## config.mk

```make
export PLATFORM = sky130hd
export DESIGN_NAME = cpu_md_sequencer_flat
export DESIGN_NICKNAME = d
export VERILOG_FILES = /design/src/rtl/cpu_md_sequencer_if.sv /design/src/rtl/cpu_md_sequencer.sv /design/src/flat_wrapper.sv
export SDC_FILE = /design/constraint.sdc
export NUM_CORES = 2
export LEC_CHECK = 0
export ABC_AREA = 1
export BUFFER_PORTS_ARGS = -buffer_cell sky130_fd_sc_hd__buf_2
export CAP_MARGIN = 10
export CORE_UTILIZATION = 35
export CTS_BUF_LIST = sky130_fd_sc_hd__clkbuf_4
export DETAILED_ROUTE_END_ITERATION = 6
export PLACE_DENSITY = 0.51
export SYNTH_ARGS = -nofsm -noshare
export SYNTH_HDL_FRONTEND = slang
export SYNTH_SLANG_ARGS = --single-unit
```

## constraint.sdc

```tcl
create_clock -name CPU_clk -period 12.92 [get_ports CPU_clk]
set_input_delay 1.292 -clock CPU_clk [delete_from_list [all_inputs] [get_ports CPU_clk]]
set_output_delay 1.292 -clock CPU_clk [all_outputs]
set_load 0.02 [all_outputs]
```

## src/rtl/cpu_md_sequencer_if.sv

```systemverilog
// Datapath <-> M-extension sequencer signal bundle.
// Handshake: the datapath raises MD_Valid with operands and holds it (operands
// only need to be stable in the first cycle) until it samples MD_Done; the
// sequencer answers with MD_Done/MD_RegWrite for exactly one cycle, and MD_Valid
// seen during that DONE cycle is ignored, so the next op starts the cycle after.
interface cpu_md_sequencer_if #(
    parameter int DATA_WIDTH = 32
);
    logic                  MD_Valid;
    logic [2:0]            MD_Funct3;
    logic [DATA_WIDTH-1:0] MD_Op1;
    logic [DATA_WIDTH-1:0] MD_Op2;
    logic                  MD_PCWrite;
    logic                  MD_RegWrite;
    logic [DATA_WIDTH-1:0] MD_Result;
    logic                  MD_Busy;
    logic                  MD_Done;

    modport master (
        output MD_Valid, MD_Funct3, MD_Op1, MD_Op2,
        input  MD_PCWrite, MD_RegWrite, MD_Result, MD_Busy, MD_Done
    );

    modport slave (
        input  MD_Valid, MD_Funct3, MD_Op1, MD_Op2,
        output MD_PCWrite, MD_RegWrite, MD_Result, MD_Busy, MD_Done
    );
endinterface

```

## src/rtl/cpu_md_sequencer.sv

```systemverilog
// RV32IM multiply/divide sequencer: one-cycle registered multiply and a
// radix-2 restoring divider, stalling the PC until the result is written.
module cpu_md_sequencer #(
    parameter int DATA_WIDTH = 32
) (
    input  logic                CPU_clk,
    input  logic                CPU_rst,
    cpu_md_sequencer_if.slave   md,
    output logic [1:0]          dbg_state_o
);
    localparam int CW = $clog2(DATA_WIDTH);

    typedef enum logic [1:0] {S_IDLE, S_MUL, S_DIV, S_DONE} state_t;

    state_t                state_q, state_d;
    logic [CW-1:0]         cnt_q, cnt_d;
    logic [1:0]            f3_q, f3_d;       // funct3[1:0]; funct3[2] only steers IDLE
    logic [DATA_WIDTH-1:0] op1_q, op1_d;     // multiplicand, or dividend shifting into quotient
    logic [DATA_WIDTH-1:0] op2_q, op2_d;     // multiplier, or divisor magnitude
    logic [DATA_WIDTH-1:0] rem_q, rem_d;
    logic                  neg_q, neg_d;     // divide result needs negation
    logic [DATA_WIDTH-1:0] result_q, result_d;

    logic                  in_signed, div_zero, div_ovf, special;
    logic [DATA_WIDTH-1:0] special_res;
    logic [2*DATA_WIDTH-1:0] a_ext, b_ext, prod;
    logic [DATA_WIDTH-1:0] mul_res;
    logic [DATA_WIDTH:0]   rem_sh, diff;
    logic                  q_bit;
    logic [DATA_WIDTH-1:0] rem_nx, quo_nx, div_raw, div_res;

    // Datapath: special-case detection, product, one restoring-divide step
    always_comb begin
        in_signed   = ~md.MD_Funct3[0];
        div_zero    = (md.MD_Op2 == '0);
        div_ovf     = in_signed && (md.MD_Op1 == {1'b1, {(DATA_WIDTH-1){1'b0}}})
                                && (md.MD_Op2 == '1);
        special     = div_zero || div_ovf;
        special_res = '0;
        if (div_zero)
            special_res = md.MD_Funct3[1] ? md.MD_Op1 : '1;
        else if (div_ovf)
            special_res = md.MD_Funct3[1] ? '0 : md.MD_Op1;

        // 00/01/10 treat rs1 as signed, 00/01 treat rs2 as signed
        a_ext   = {{DATA_WIDTH{(f3_q != 2'b11) & op1_q[DATA_WIDTH-1]}}, op1_q};
        b_ext   = {{DATA_WIDTH{~f3_q[1] & op2_q[DATA_WIDTH-1]}}, op2_q};
        prod    = a_ext * b_ext;
        mul_res = (f3_q == 2'b00) ? prod[DATA_WIDTH-1:0] : prod[2*DATA_WIDTH-1:DATA_WIDTH];

        rem_sh  = {rem_q, op1_q[DATA_WIDTH-1]};
        diff    = rem_sh - {1'b0, op2_q};
        q_bit   = ~diff[DATA_WIDTH];
        rem_nx  = q_bit ? diff[DATA_WIDTH-1:0] : rem_sh[DATA_WIDTH-1:0];
        quo_nx  = {op1_q[DATA_WIDTH-2:0], q_bit};
        div_raw = f3_q[1] ? rem_nx : quo_nx;
        div_res = neg_q ? (~div_raw + 1'b1) : div_raw;
    end

    // Next-state logic
    always_comb begin
        state_d = state_q;
        case (state_q)
            S_IDLE: if (md.MD_Valid) begin
                if (!md.MD_Funct3[2]) state_d = S_MUL;
                else if (special)     state_d = S_DONE;
                else                  state_d = S_DIV;
            end
            S_MUL:  state_d = S_DONE;
            S_DIV:  if (cnt_q == '0) state_d = S_DONE;
            S_DONE: state_d = S_IDLE;
            default: state_d = S_IDLE;
        endcase
    end

    // Operand latching and per-state datapath register updates
    always_comb begin
        cnt_d    = cnt_q;
        f3_d     = f3_q;
        op1_d    = op1_q;
        op2_d    = op2_q;
        rem_d    = rem_q;
        neg_d    = neg_q;
        result_d = result_q;
        case (state_q)
            S_IDLE: if (md.MD_Valid) begin
                f3_d  = md.MD_Funct3[1:0];
                cnt_d = CW'(DATA_WIDTH - 1);
                rem_d = '0;
                neg_d = 1'b0;
                op1_d = md.MD_Op1;
                op2_d = md.MD_Op2;
                if (md.MD_Funct3[2] && in_signed) begin
                    // divider works on magnitudes; sign restored on the way to DONE
                    op1_d = md.MD_Op1[DATA_WIDTH-1] ? (~md.MD_Op1 + 1'b1) : md.MD_Op1;
                    op2_d = md.MD_Op2[DATA_WIDTH-1] ? (~md.MD_Op2 + 1'b1) : md.MD_Op2;
                    neg_d = md.MD_Funct3[1] ? md.MD_Op1[DATA_WIDTH-1]
                                            : (md.MD_Op1[DATA_WIDTH-1] ^ md.MD_Op2[DATA_WIDTH-1]);
                end
                if (md.MD_Funct3[2] && special)
                    result_d = special_res;
            end
            S_MUL: result_d = mul_res;
            S_DIV: begin
                op1_d = quo_nx;
                rem_d = rem_nx;
                cnt_d = cnt_q - 1'b1;
                if (cnt_q == '0)
                    result_d = div_res;
            end
            default: ;
        endcase
    end

    // State and datapath registers, asynchronously cleared
    always_ff @(posedge CPU_clk or posedge CPU_rst) begin
        if (CPU_rst) begin
            state_q  <= S_IDLE;
            cnt_q    <= '0;
            f3_q     <= '0;
            op1_q    <= '0;
            op2_q    <= '0;
            rem_q    <= '0;
            neg_q    <= 1'b0;
            result_q <= '0;
        end else begin
            state_q  <= state_d;
            cnt_q    <= cnt_d;
            f3_q     <= f3_d;
            op1_q    <= op1_d;
            op2_q    <= op2_d;
            rem_q    <= rem_d;
            neg_q    <= neg_d;
            result_q <= result_d;
        end
    end

    // Outputs decoded from state; PC stalls from acceptance until DONE
    always_comb begin
        md.MD_Busy     = (state_q == S_MUL) || (state_q == S_DIV);
        md.MD_Done     = (state_q == S_DONE);
        md.MD_RegWrite = (state_q == S_DONE);
        md.MD_Result   = result_q;
        md.MD_PCWrite  = CPU_rst || !(((state_q == S_IDLE) && md.MD_Valid) || md.MD_Busy);
        dbg_state_o    = state_q;
    end
endmodule

```

## src/flat_wrapper.sv

```systemverilog
// flat-port wrapper written by rule: the top's interface ports become plain ports
module cpu_md_sequencer_flat 
#(
    parameter int DATA_WIDTH = 32
)
  (CPU_clk, CPU_rst, dbg_state_o, md_MD_Valid, md_MD_Funct3, md_MD_Op1, md_MD_Op2, md_MD_PCWrite, md_MD_RegWrite, md_MD_Result, md_MD_Busy, md_MD_Done);
  cpu_md_sequencer_if #(.DATA_WIDTH(DATA_WIDTH)) md_i ();
  input  logic CPU_clk;
  input  logic CPU_rst;
  output logic [1:0] dbg_state_o;
  input wire logic [$bits(md_i.MD_Valid)-1:0] md_MD_Valid;
  input wire logic [$bits(md_i.MD_Funct3)-1:0] md_MD_Funct3;
  input wire logic [$bits(md_i.MD_Op1)-1:0] md_MD_Op1;
  input wire logic [$bits(md_i.MD_Op2)-1:0] md_MD_Op2;
  output wire logic [$bits(md_i.MD_PCWrite)-1:0] md_MD_PCWrite;
  output wire logic [$bits(md_i.MD_RegWrite)-1:0] md_MD_RegWrite;
  output wire logic [$bits(md_i.MD_Result)-1:0] md_MD_Result;
  output wire logic [$bits(md_i.MD_Busy)-1:0] md_MD_Busy;
  output wire logic [$bits(md_i.MD_Done)-1:0] md_MD_Done;
  assign md_i.MD_Valid = md_MD_Valid;
  assign md_i.MD_Funct3 = md_MD_Funct3;
  assign md_i.MD_Op1 = md_MD_Op1;
  assign md_i.MD_Op2 = md_MD_Op2;
  assign md_MD_PCWrite = md_i.MD_PCWrite;
  assign md_MD_RegWrite = md_i.MD_RegWrite;
  assign md_MD_Result = md_i.MD_Result;
  assign md_MD_Busy = md_i.MD_Busy;
  assign md_MD_Done = md_i.MD_Done;
  cpu_md_sequencer #(.DATA_WIDTH(DATA_WIDTH)) u_core (.CPU_clk(CPU_clk), .CPU_rst(CPU_rst), .md(md_i), .dbg_state_o(dbg_state_o));
endmodule
```

; Word level (Yosys, flattened, before mapping)
; Index checks and enable logic that the tools add are counted.
[classes]
addsub = 5
multipliers = 1
div_mod_pow = 0
order_cmp = 0
n_eq_ne = 9
shift = 0
mux = 29
bitwise = 9
reduce_logical = 20
[op_table]
columns = op, count
row1 = $mux W32, 17
row2 = $pmux W32 S2, 2
row3 = $add A32 B1 Y32 const B, 3
row4 = $not A32 Y32, 3
row5 = $pmux W32 S3, 1
row6 = $eq A32 B32 Y1 const B, 2
row7 = $mul A33 B33 Y64, 1
row8 = $sub A33 B32 Y33, 1
row9 = $logic_not A32 Y1, 1
row10 = $pmux W5 S2, 1
row11 = $pmux W2 S4, 1
row12 = $mux W2, 3
row13 = $reduce_and A2 Y1, 3
row14 = $logic_and A1 B1 Y1, 5
row15 = $logic_not A5 Y1, 1
row16 = $mux W5, 1
row17 = $sub A5 B1 Y5 const B, 1
row18 = $eq A2 B2 Y1 const B, 2
row19 = $logic_not A2 Y1, 2
row20 = $logic_or A1 B1 Y1, 4
row21 = $ne A2 B1 Y1 const B, 2
row22 = $ne A2 B2 Y1 const B, 2
row23 = $reduce_and A4 Y1, 1
row24 = $mux W1, 3
row25 = 7 further kinds, 10
[word_totals]
ff_bits = 138
latchBits = 0
ramBits = 0
rom_bits = 0
input_bits = 70
out_inout_bits = 38
elab_cells = 81
n_memories = 0

; Depth between registers and ports, before layout
[depth]
word_depth = 8
depth_mapped = 38
mapped_depth_nobuf = 36

; Least setup slack after synthesis
; OpenSTA, ideal clock, no wires.
[synth_timing]
path_type = flip-flop to flip-flop
startpoint = register u_core.f3_q[1]
endpoint = register u_core.result_q[29] (netlist: u_core.md.MD_Result[29])
setup_time_ns = 0.073
arrival_time_ns = 8.055
required_ns = 12.847
setup_slack_ns = 4.792
path_stages_with_launch = 32
n_path_buf = 2
period_less_slack_ns = 8.128
path_cell_list = dfrtp_1 > clkbuf_1 > nand2_1 > nand2_1 > clkbuf_1 > nor2_1 > fa_1 > inv_1 > fa_1 > inv_1 > fa_1 > inv_1 > fa_1 > inv_1 > fa_1 > fa_1 > fa_1 > inv_1 > fa_1 > inv_1 > ha_1 > a21oi_1 > o21a_1 > o21ai_0 > a221oi_1 > o211ai_1 > or2_2 > nand3_1 > nand3_1 > nand2_1 > nand2_1 > a21oi_2
[synth_between]
elab_chain_len = 6
elab_cells_between_ends = 13
[synth_rtl]
columns = element, line
row1 = from (decl), cpu_md_sequencer.sv:17  ; logic [1:0] f3_q, f3_d;
row2 = from (signal assigned), cpu_md_sequencer.sv:120  ; f3_q <= '0;
row3 = from (signal assigned), cpu_md_sequencer.sv:129  ; f3_q <= f3_d;
row4 = "parallel branches: the longest is 5 deep, another holds $mul A33 B33 Y64", --
row5 = $pmux W32 S3 *, cpu_md_sequencer.sv:85  ; case (state_q)
row6 = to (signal assigned), cpu_md_sequencer.sv:134  ; result_q <= result_d;
row7 = to (decl), cpu_md_sequencer.sv:22  ; logic [DATA_WIDTH-1:0] result_q, result_d;
; Every way passes the cells marked *. The select of a mux whose other input is x is not followed.
; A chain may end at the register's enable or synchronous reset.

; Worst setup path after layout
[layout_timing]
startpoint = register u_core.f3_q[0]
endpoint = register u_core.result_q[22] (netlist: u_core.md.MD_Result[22])
[layout_between]
elab_chain_len = 5
elab_cells_between_ends = 6
[layout_rtl]
columns = element, line
row1 = $ne A2 B2 Y1, cpu_md_sequencer.sv:46  ; a_ext = {{DATA_WIDTH{(f3_q != 2'b11) & op1_q[DATA_WIDTH-1]}}, op1_q};
row2 = $and A1 B1 Y1, cpu_md_sequencer.sv:46
row3 = $mul A33 B33 Y64, cpu_md_sequencer.sv:48  ; prod = a_ext * b_ext;
row4 = $mux W32 *, cpu_md_sequencer.sv:49  ; mul_res = (f3_q == 2'b00) ? prod[DATA_WIDTH-1:0] : prod[2*DATA_WIDTH-1:DATA_WIDTH];
row5 = $pmux W32 S3 *, cpu_md_sequencer.sv:85
; Mark *: on every way between the ends. The rest lies on a longest branch, timed or not.

==> summary by stage <==
Run status
The run finished with clean final reports.

Global routing
The number of global-route vias before repair is 46205. The initial antenna violation count is 17. Across every metal layer, demand over resource in global routing totals 0.271. The total overflow left after global routing is 0. The first global-routing pass estimated around 300 mm of wire. Entering global routing, the biggest net connects 68 pins.

CTS
The number of gates resized after CTS was 0. The post-CTS repair timing setup buffer count is 0. In this run, post-CTS hold repair placed 0 buffers. The H-tree generated during clock tree synthesis spans 4 levels.

Clock latency on the worst-skew pair, taken at its later pin, is between 0.8 and 0.9 ns. Clock tree synthesis inserted a total of 17 buffers. Clock-pin slew was measured on the worst setup and hold paths at 0.16 ns. The count of clock tree sinks is 138.

The root cell of the clock tree is sky130_fd_sc_hd__clkbuf_4. The largest buffer count on any clock path is 2. TritonCTS built the clock tree.

Detailed routing
Dividing the detail-routed via count by the number of cells gives 5.00. The first TritonRoute pass finished after 6 iterations. The average routed wire per standard cell is approximately 23 um. The final route contains 43337 vias. The remaining antenna violation count after routing is 0.

In the detailed route, the total length drawn on met2 is between 90 and 100 mm. The total detailed-routing wirelength is between 150 and 200 mm. After the first detailed-routing iteration, the DRC count stood at 3102.

In the routed design, unresolved DRC markers number 0. The highest metal layer used by the detailed router is met5. The total met3 wirelength after detailed routing is about 10 mm. The met1 wire length is 81.2 mm.

Placement
The wire-length estimate of the detail-placed layout is 157 mm. The placer congestion estimate is between 1 and 1.5. Port buffering added ~110 buffers.

The worst setup slack after placement is 3.15 ns.

Timing
The post-route setup TNS is 0 ns. The highest attainable clock frequency is 101 MHz. The setup slack after layout is 3.06 ns. Setup violations remaining at the end of the flow were counted as 0. The clock period could shrink to between 9 and 10 ns. On the final layout, the worst clock skew is 0.0612 ns. The max-slew violation count came to 0. Of the available clock period, the critical path in the final layout requires 0.763. Measured against its own limit, the worst slew margin works out to 0.220. The number of hold violations in the final report is 0. Setup repair after global routing left no endpoint under its margin. The transition time at the pin with the least slew margin is 1.17 ns.

Synthesis
The synthesized area per cell is 7.56 sq um. The sequential cell area fraction in the yosys report is 0.0668. The fraction of the mapped netlist area in adder cells is 0.498. The primary flip-flop cell chosen by synthesis mapping is sky130_fd_sc_hd__dfrtp_1. The area of the mapped netlist is 51700 sq um. The number of synthesized register bits is between 100 and 150. Synthesis produced a netlist with a net count of 8289.

Of the total synthesized cell area, the portion taken by AND, OR, NAND and NOR gates is 0.193. The number of flops mapped to enable cells by yosys is 0. The number of different library cells used by synthesis comes to 58. The Yosys step of the flow raised 0 warnings. In the synthesized netlist, the number of instances is between 6000 and 7000. The area share of the largest cell type after synthesis is 0.436.

The dominant combinational cell family by area after synthesis is adder cells. The parity-gate share of the synthesized area counting xor and xnor cells is 0.0171. The async set-reset flop share out of synthesis is 1.00. The fraction of synthesized area in multiplexers is 0.

By area the synthesized netlist is led by sky130_fd_sc_hd__fa_1 (44%), sky130_fd_sc_hd__inv_1 (13%), sky130_fd_sc_hd__nand2_1 (13%). The biggest area contributor in the post-synthesis netlist is sky130_fd_sc_hd__fa_1. The share of the synthesized area in compound gates (AO/OA/AOI/OAI) came to 0.0644.

Critical path
On the worst path, the slowest cell contributes a delay of 0.81 ns. In this run the worst path has a maximum fanout of 18. The path type of the worst setup path is flip-flop to flip-flop. The cell type of the slowest stage on the worst timing path is sky130_fd_sc_hd__nor4_1. On the critical path the largest part of the delay comes from adder cells.

The kind of start point of the critical path is a flip-flop. The critical path arrival is between 10 and 15 ns. Together, buffers and inverters on the worst path number 8. The endpoint kind of the worst setup timing path is a flip-flop. At the worst endpoint, the required time is 13.70 ns.

Worst hold path
The min-delay analysis places its worst path in the category input pin to async pin.

Die
The core region area is 146000 sq um. The y dimension of the die is 386 um. From left edge to right edge, the die measures 386 um. The area enclosed by the die boundary is 149000 sq um.

The I/O pin count is 108. For this configuration, the core starts out at a cell density of 0.354. In this run the core area contains 140 standard-cell rows.

Finish
The area growth from synthesis to layout is 5.16%. The number of nets at the end of the flow is ~8200. The library cell used most frequently in the layout, excluding fill and tap cells, is sky130_fd_sc_hd__inv_1. Leaving out fill and tap cells, the most frequent cells in the layout are sky130_fd_sc_hd__inv_1 (1828), sky130_fd_sc_hd__nand2_1 (1814), sky130_fd_sc_hd__fa_1 (1126). In the final layout, the share of cells above drive strength 1 is 0.0530.

Run
Across the run, the number of max-cap violations was 0.
## logic make-up (layout without fill, tap and decap cells)
kind of cell	Yosys count	after routing
AOI/OAI and AO/OA	577	577
xor gates and xnor gates	101	101
adders and majority gates	1381	1381
buffers and inverters	2183	2082
DFF	138	138
other	0	12
and+or+nand+nor	2458	2458
## layer usage
metal,up-vias,global-route usage
met4,16,0.130
met3,337,0.0309
met2,1352,0.456
met5,-,0
li1,19482,-
met1,22150,0.347
## cell usage after synthesis (all sizes together) (23+ instances only)
master     n
a21o      23
a21oi    185
buf       38
clkbuf   300
dfrtp    138
fa      1126
ha       255
inv     1839
nand2   1860
nand3    182
nand4     37
nor2     306
nor3      36
o211ai    26
o21ai    257
xnor2     32
xor2      69
## state kept, by name (all words and copies together), names as in the netlist
name,count
u_core.md.MD_Result,32
u_core.op1_q,32
u_core.op2_q,32
u_core.rem_q,32
u_core.cnt_q,5
u_core.dbg_state_o,2
u_core.f3_q,2
u_core.neg_q,1
## path summary, 6_finish.rpt
check / start / end / slack, ns / cells past startpoint
setup / recovery: u_core.f3_q[0] / u_core.md.MD_Result[22] / 3.06 / 32
hold / removal: CPU_rst / u_core.rem_q[27] / 0.47 / 2
setup reg to reg: u_core.f3_q[0] / u_core.md.MD_Result[22] / 3.06 / 32
hold reg to reg: u_core.op2_q[26] / u_core.op2_q[26] / 0.50 / 2
max in group asynchronous: CPU_rst / u_core.op1_q[16] / 10.96 / 3
min in group CPU_clk: u_core.op2_q[26] / u_core.op2_q[26] / 0.50 / 2
## stage by stage
step           instance area (sq um)  hold WS, ns  cells   util
3_3_place_gp                   54000        0.471   8622  0.370
3_5_place_dp                   54000        0.475   8622  0.370
4_1_cts                        54300        0.400   8654  0.372
5_1_grt                        54300        0.470   8658  0.372
6_report                       54300        0.471   8666  0.372
2_1_floorplan                  51700        0.473   6838      -
## worst register-to-register path: cells and delay by family (launching register included)
kind            cells  cell delay (ns)
fa+ha+maj           9             4.77
flops               1             0.46
xor+xnor            1             0.33
simple gates       12             2.75
compound gates      2             0.29
buf+inv             8             1.22
## area by class of cell
class / instances / area [sq um]
Fill cell: 15672 / 91800
Sequential cell: 138 / 3450
Inverter: 1845 / 6930
Timing Repair Buffer: 205 / 1270
Tap cell: 1917 / 2400
Clock inverter: 15 / 173
Antenna cell: 12 / 30.0
Multi-Input combinational cell: 4517 / 39900
Clock buffer: 17 / 128
Power is not shown: default switching activity piles up to over one toggle a cycle in this logic, so the estimate is an artifact.
